==> config.mk <==
export PLATFORM = sky130hd
export DESIGN_NAME = time_set_ctrl_flat
export DESIGN_NICKNAME = d
export VERILOG_FILES = /design/src/rtl/time_set_ctrl_if.sv /design/src/rtl/time_set_ctrl.sv /design/src/flat_wrapper.sv
export SDC_FILE = /design/constraint.sdc
export NUM_CORES = 1
export LEC_CHECK = 0
export CORE_ASPECT_RATIO = 1.1
export CORE_MARGIN = 1.5
export CORE_UTILIZATION = 55
export CTS_CLUSTER_SIZE = 10
export DETAILED_ROUTE_END_ITERATION = 12
export PLACE_DENSITY_LB_ADDON = 0.05
export SYNTH_ARGS = -nofsm -noshare
export SYNTH_HDL_FRONTEND = slang
export SYNTH_SLANG_ARGS = --single-unit
==> constraint.sdc <==
create_clock -name clk_10000Hz -period 6.6 [get_ports clk_10000Hz]
set_clock_uncertainty 0.05 [all_clocks]
set_input_delay 1.32 -clock clk_10000Hz [delete_from_list [all_inputs] [get_ports clk_10000Hz]]
set_output_delay 1.32 -clock clk_10000Hz [all_outputs]
set_load 0.02 [all_outputs]
==> src/rtl/time_set_ctrl_if.sv <==
// Button/tick pulses into the time-setting controller and the registered time/edit display state out of it.
interface time_set_ctrl_if;
  logic       tick_1Hz;
  logic       mode_short;
  logic       mode_long;
  logic       inc_short;
  logic       inc_long;
  logic [4:0] hours;
  logic [5:0] minutes;
  logic [5:0] seconds;
  logic [1:0] field;
  logic       blink;

  modport master (
    output tick_1Hz, mode_short, mode_long, inc_short, inc_long,
    input  hours, minutes, seconds, field, blink
  );

  modport slave (
    input  tick_1Hz, mode_short, mode_long, inc_short, inc_long,
    output hours, minutes, seconds, field, blink
  );
endinterface

==> src/rtl/time_set_ctrl.sv <==
// Clock time-of-day keeper with a two-button set mode: field selection, increments,
// idle timeout back to RUN, and a blink enable for the field being edited.
module time_set_ctrl #(
  parameter int unsigned BLINK_HALF = 5000,
  parameter int unsigned TIMEOUT_S  = 30
) (
  input  logic           clk_10000Hz,
  input  logic           rst,
  time_set_ctrl_if.slave bus
);

  localparam logic [1:0] RUN     = 2'd0;
  localparam logic [1:0] SET_HR  = 2'd1;
  localparam logic [1:0] SET_MIN = 2'd2;
  localparam logic [1:0] SET_SEC = 2'd3;

  localparam int unsigned IW = (TIMEOUT_S > 1) ? $clog2(TIMEOUT_S + 1) : 1;
  localparam int unsigned BW = (BLINK_HALF > 1) ? $clog2(BLINK_HALF) : 1;

  logic [1:0]    state_q, state_d;
  logic [4:0]    hours_q, hours_d;
  logic [5:0]    min_q, min_d;
  logic [5:0]    sec_q, sec_d;
  logic          blink_q, blink_d;
  logic [IW-1:0] idle_q, idle_d;
  logic [BW-1:0] bcnt_q, bcnt_d;
  logic          entry, refresh;

  always_comb begin
    state_d = state_q;
    hours_d = hours_q;
    min_d   = min_q;
    sec_d   = sec_q;
    blink_d = blink_q;
    idle_d  = idle_q;
    bcnt_d  = bcnt_q;
    entry   = 1'b0;
    refresh = 1'b0;

    if (state_q == RUN && bus.tick_1Hz) begin
      if (sec_q == 6'd59) begin
        sec_d = '0;
        if (min_q == 6'd59) begin
          min_d   = '0;
          hours_d = (hours_q == 5'd23) ? '0 : hours_q + 5'd1;
        end else begin
          min_d = min_q + 6'd1;
        end
      end else begin
        sec_d = sec_q + 6'd1;
      end
    end

    if (bus.mode_long) begin
      state_d = (state_q == RUN) ? SET_HR : RUN;
      entry   = 1'b1;
    end else if (bus.mode_short && state_q != RUN) begin
      // SET_SEC + 1 wraps to RUN in two bits
      state_d = state_q + 2'd1;
      entry   = 1'b1;
    end else if (state_q != RUN && (bus.inc_long || bus.inc_short)) begin
      refresh = 1'b1;
      case (state_q)
        SET_HR: begin
          if (bus.inc_long) hours_d = (hours_q >= 5'd14) ? hours_q - 5'd14 : hours_q + 5'd10;
          else              hours_d = (hours_q == 5'd23) ? '0 : hours_q + 5'd1;
        end
        SET_MIN: begin
          if (bus.inc_long) min_d = (min_q >= 6'd50) ? min_q - 6'd50 : min_q + 6'd10;
          else              min_d = (min_q == 6'd59) ? '0 : min_q + 6'd1;
        end
        default: begin
          if (bus.inc_long) sec_d = '0;
          else              sec_d = (sec_q == 6'd59) ? '0 : sec_q + 6'd1;
        end
      endcase
    end else if (state_q != RUN && bus.tick_1Hz) begin
      if (idle_q == IW'(TIMEOUT_S - 1)) begin
        state_d = RUN;
        entry   = 1'b1;
      end else begin
        idle_d = idle_q + 1'b1;
      end
    end

    if (entry || refresh || state_q == RUN) begin
      idle_d  = '0;
      bcnt_d  = '0;
      blink_d = 1'b1;
    end else if (bcnt_q == BW'(BLINK_HALF - 1)) begin
      bcnt_d  = '0;
      blink_d = ~blink_q;
    end else begin
      bcnt_d = bcnt_q + 1'b1;
    end
  end

  always_ff @(posedge clk_10000Hz) begin
    if (rst) begin
      state_q <= RUN;
      hours_q <= '0;
      min_q   <= '0;
      sec_q   <= '0;
      blink_q <= 1'b1;
      idle_q  <= '0;
      bcnt_q  <= '0;
    end else begin
      state_q <= state_d;
      hours_q <= hours_d;
      min_q   <= min_d;
      sec_q   <= sec_d;
      blink_q <= blink_d;
      idle_q  <= idle_d;
      bcnt_q  <= bcnt_d;
    end
  end

  assign bus.hours   = hours_q;
  assign bus.minutes = min_q;
  assign bus.seconds = sec_q;
  assign bus.field   = state_q;
  assign bus.blink   = blink_q;

endmodule
==> src/flat_wrapper.sv <==
// flat-port wrapper written by rule: the top's interface ports become plain ports
module time_set_ctrl_flat 
#(
  parameter int unsigned BLINK_HALF = 5000,
  parameter int unsigned TIMEOUT_S  = 30
)
  (clk_10000Hz, rst, bus_tick_1Hz, bus_mode_short, bus_mode_long, bus_inc_short, bus_inc_long, bus_hours, bus_minutes, bus_seconds, bus_field, bus_blink);
  time_set_ctrl_if bus_i ();
  input  logic clk_10000Hz;
  input  logic rst;
  input wire logic [$bits(bus_i.tick_1Hz)-1:0] bus_tick_1Hz;
  input wire logic [$bits(bus_i.mode_short)-1:0] bus_mode_short;
  input wire logic [$bits(bus_i.mode_long)-1:0] bus_mode_long;
  input wire logic [$bits(bus_i.inc_short)-1:0] bus_inc_short;
  input wire logic [$bits(bus_i.inc_long)-1:0] bus_inc_long;
  output wire logic [$bits(bus_i.hours)-1:0] bus_hours;
  output wire logic [$bits(bus_i.minutes)-1:0] bus_minutes;
  output wire logic [$bits(bus_i.seconds)-1:0] bus_seconds;
  output wire logic [$bits(bus_i.field)-1:0] bus_field;
  output wire logic [$bits(bus_i.blink)-1:0] bus_blink;
  assign bus_i.tick_1Hz = bus_tick_1Hz;
  assign bus_i.mode_short = bus_mode_short;
  assign bus_i.mode_long = bus_mode_long;
  assign bus_i.inc_short = bus_inc_short;
  assign bus_i.inc_long = bus_inc_long;
  assign bus_hours = bus_i.hours;
  assign bus_minutes = bus_i.minutes;
  assign bus_seconds = bus_i.seconds;
  assign bus_field = bus_i.field;
  assign bus_blink = bus_i.blink;
  time_set_ctrl #(.BLINK_HALF(BLINK_HALF), .TIMEOUT_S(TIMEOUT_S)) u_core (.clk_10000Hz(clk_10000Hz), .rst(rst), .bus(bus_i));
endmodule
==> summary by stage <==
Global route
The number of global-route vias before repair came to 2,000. Entering global routing, the biggest net connects 22 pins. The wire length of the first global-routing pass is 8597 microns. The initial antenna violation count is 0. Across every metal layer, demand over resource in global routing totals 22.53%. Global routing finished with a remaining overflow of 0.

Drt
In the routed design, unresolved DRC markers number 0. The total detailed-routing wirelength is 4984 microns. For this block, the initial DRC count from the detailed router was 168.

The via density per instance is 5.782. The iteration count of the initial detailed-routing pass is 4. In this run the remaining antenna-violating nets after routing total 0.

The routed length per instance is 13.26 microns. The via count is 2,174.

STA
The final critical-path share of the clock period is 52.91%. The total negative slack for setup checks is 0 ns. The highest clock frequency the design can meet is 286.4 MHz. The tightest slew margin relative to the limit is 43.96%. The final hold slack is 0.4057 ns. Setup violations remaining at the end of the flow were counted as 0. The final hold violation count is 0. The final number of max-transition violations came to 0. The shortest clock period the worst path allows after layout is 3.492 ns. Setup repair after global routing left no endpoint under its margin.

The transition time at the pin with the least slew margin is 0.8380 ns.

Floorplanning
The number of top-level pins is 27. Once the floorplan was initialized, standard cells occupied 56.99% of the core. The initialized floorplan defines 25 standard-cell rows. The floorplan die area is 0.004850 sq mm.

The die outline height is 72.89 microns. The floorplan step defined a core boundary enclosing 0.004285 sq mm. From left edge to right edge, the die measures 66.54 microns.

Clocking
The number of sinks handled by clock tree synthesis is 38. The post-cts resize count is 0. Post-CTS timing repair inserted 0 buffers for setup. At the later pin of the worst-skew pair, clock insertion delay measures 0.28 ns. The number of clock buffers added by TritonCTS is 5. Clock-pin slew was measured on the worst setup and hold paths at 0.08 ns. The hold buffer count at CTS is 0. Clock tree synthesis selected as its root buffer the cell sky130_fd_sc_hd__clkbuf_8. CTS built an H-tree with a depth of 2.

The maximum clock path buffer count is 2. TritonCTS built the clock tree.

Place
The number of placed instances, taps included is 368. The post-detailed-placement cell area is 0.002704 sq mm. At the end of routability-driven placement, the weighted congestion stood at 0.7964. Input and output buffers added on the ports amount to 26. The placed wire-length estimate after detailed placement is 3529 microns.

Setup path
At the worst endpoint, the required time is 6.75 ns. The number of cells on the worst reg-to-reg path is 7. The worst setup path is of the in2reg kind. The data arrival time of the critical path is 3.65 ns. STA classifies the critical path endpoint as a register.

The worst register-to-register path has a setup slack of 4.16 ns. The reg-to-reg endpoint is u_core.bus.seconds[5]. The worst register-to-register path begins at u_core.bus.field[0].

STA classifies the critical path startpoint as an input port. Of all nets on the critical path, the largest fanout is 21.

Logic synthesis
Synthesis produced 301 cells. For this run, the number of Yosys warnings is 0. The average instance in the mapped netlist occupies 8.114 sq um. The share of flip-flops with an asynchronous set or reset is 0%. Synthesis instantiated 58 different standard cells from the library. Sequential cells were found to cover 31.15% of the synthesized design area. The prevailing post-synth register cell is sky130_fd_sc_hd__dfxtp_1. Yosys attributes the largest share of cell area to sky130_fd_sc_hd__dfxtp_1 (31%), sky130_fd_sc_hd__ha_1 (7.7%), sky130_fd_sc_hd__nor2_1 (5.8%). Counting flops and latches in the post-synthesis netlist gives 38. The cell area that synthesis handed to floorplanning was 0.002442 sq mm. sky130_fd_sc_hd__dfxtp_1 takes more of the synthesized area than any other cell.

The number of synthesized flops with an enable pin is 0. The synthesized netlist net count is 323. After synthesis, the largest area contributor takes up 31.15% of total cell area.

Layout
The finished cells cover 0.002846 sq mm. The number of antenna diodes in the final layout is 0. Leaving out filler cells and counting taps, the final layout contains 376.

For this run, the post-layout net count is 343. The post-route netlist has 4.969% of its cells at a drive strength greater than 1. The area growth from synthesis to layout is 16.55%.

Flow run
The tool flagged a number of max-cap violations equal to 0.

Power
The largest vdd supply drop is 0.0001181 V. The ratio of total power to cell area is 182.3 mW/mm^2. The static leakage power is 1.003 nW.

The final total power is 0.0005189 W.

Hold path
The path type of the worst min-delay path is reg2reg. The startpoint identified for the worst hold timing path is u_core.bcnt_q[0]. For hold timing, the worst endpoint is u_core.bcnt_q[0]. The number of cells on the worst hold path is 1.

Run status
The run finished with clean final reports.
[logic make-up after synthesis]
kind of cell             Yosys count  share of synthesized area (%)
AND/OR/NAND/NOR                  127                          28.07
AO/OA/AOI/OAI                     71                          19.42
flip-flops                        38                          31.15
buffers and inverters             26                          4.713
XOR/XNOR                          18                          6.455
adder cells (fa/ha/maj)           16                          8.094
multiplexers                       5                          2.100
[layout make-up]
| type | count | area, sq um |
|---|---|---|
| multi-input cells | 237 | 1567 |
| fillers | 372 | 1439 |
| flip-flops and latches | 38 | 760.7 |
| repair buffers | 26 | 260.3 |
| clock buffers | 6 | 82.58 |
| well taps | 54 | 67.56 |
| clock inverters | 2 | 60.06 |
| inverters | 13 | 48.80 |
[cell usage in the layout (no fill, tap or decap), drive strengths merged, types with 2 or more instances in the layout]
cell type / netlist / layout
o21ai: 14 / 14
or3: 9 / 9
xor2: 13 / 13
o211ai: 3 / 3
inv: 13 / 13
or2: 3 / 3
nand4b: 2 / 2
a211oi: 5 / 5
a31oi: 10 / 10
nor2b: 8 / 8
o21a: 2 / 2
a22o: 2 / 2
xnor2: 5 / 5
nor3: 6 / 6
clkdlybuf4s50: 0 / 26
bufinv: 0 / 2
nor4: 2 / 2
nor4b: 3 / 3
mux2i: 4 / 4
nor2: 38 / 38
dfxtp: 38 / 38
a21o: 2 / 2
a311oi: 4 / 4
and3: 4 / 4
clkbuf: 8 / 6
nand2b: 6 / 6
nand2: 28 / 28
nand3: 9 / 9
a22oi: 3 / 3
ha: 15 / 15
a21oi: 14 / 14
nand4: 5 / 5
[worst max-delay path by stage]
stage	endpoint	from
final	u_core.bus.seconds[5]	bus_inc_long
after global routing	u_core.bus.seconds[5]	bus_inc_long
after CTS	u_core.bus.seconds[5]	bus_inc_long
after detailed placement	u_core.bus.seconds[5]	bus_inc_long
after global placement	u_core.bus.seconds[5]	bus_inc_long
after floorplan	u_core.bcnt_q[10]	bus_mode_short
[metrics by stage]
| step | util [%] | setup slack, ns |
|---|---|---|
| final | 66.42 | 3.108 |
| after global routing | 66.42 | 2.975 |
| after CTS | 66.42 | 3.135 |
| after detailed placement | 63.09 | 2.862 |
| after global placement | 63.09 | 2.918 |
| after floorplan | - | 3.929 |
[layer usage]
metal	part of all wire, %	GRT usage, %
met2	48	37.00
met1	48	29.45
met5	0	0
met3	3.1	4.630
met4	0.64	7.483
[power by group]
part	switching [W]	internal (W)	leakage, nW	total, W
registers	0.00000310	0.000232	0.307	0.000235
clock network	0.0000832	0.000161	0.0714	0.000244
logic	0.0000230	0.0000168	0.625	0.0000398
total	0.000109	0.000410	1.00	0.000519
[registers in the layout, indices dropped and copies added (netlist names)]
| name | flops |
|---|---|
| u_core.bus.seconds | 6 |
| u_core.bus.hours | 5 |
| u_core.bus.field | 2 |
| u_core.idle_q | 5 |
| u_core.bus.blink | 1 |
| u_core.bcnt_q | 13 |
| u_core.bus.minutes | 6 |
[worst max-delay path, stage by stage]
cell,delay (ns)
sky130_fd_sc_hd__clkdlybuf4s50_1,0.94
sky130_fd_sc_hd__or2_1,0.36
sky130_fd_sc_hd__a22o_1,0.35
sky130_fd_sc_hd__nand2_1,0.10
sky130_fd_sc_hd__or4_1,0.40
sky130_fd_sc_hd__a21oi_1,0.15
[cells in the mapped netlist (2+ instances only)]
| library cell | instances |
|---|---|
| sky130_fd_sc_hd__nor3_1 | 6 |
| sky130_fd_sc_hd__or2_1 | 2 |
| sky130_fd_sc_hd__a211oi_1 | 5 |
| sky130_fd_sc_hd__buf_2 | 2 |
| sky130_fd_sc_hd__inv_1 | 13 |
| sky130_fd_sc_hd__nor2_1 | 38 |
| sky130_fd_sc_hd__nand2b_1 | 5 |
| sky130_fd_sc_hd__nand3_1 | 9 |
| sky130_fd_sc_hd__nand2_1 | 28 |
| sky130_fd_sc_hd__a311oi_1 | 4 |
| sky130_fd_sc_hd__o21a_1 | 2 |
| sky130_fd_sc_hd__buf_4 | 2 |
| sky130_fd_sc_hd__xor2_1 | 13 |
| sky130_fd_sc_hd__a31oi_1 | 10 |
| sky130_fd_sc_hd__or3_1 | 8 |
| sky130_fd_sc_hd__a21o_1 | 2 |
| sky130_fd_sc_hd__nand4b_1 | 2 |
| sky130_fd_sc_hd__a22o_1 | 2 |
| sky130_fd_sc_hd__nor2b_1 | 8 |
| sky130_fd_sc_hd__o21ai_0 | 13 |
| sky130_fd_sc_hd__ha_1 | 15 |
| sky130_fd_sc_hd__a21oi_1 | 14 |
| sky130_fd_sc_hd__nand4_1 | 5 |
| sky130_fd_sc_hd__o211ai_1 | 3 |
| sky130_fd_sc_hd__mux2i_1 | 4 |
| sky130_fd_sc_hd__dfxtp_1 | 38 |
| sky130_fd_sc_hd__xnor2_1 | 5 |
| sky130_fd_sc_hd__a22oi_1 | 3 |
| sky130_fd_sc_hd__and3_1 | 4 |
| sky130_fd_sc_hd__clkbuf_1 | 8 |
Power figures use the tool's default switching activity.
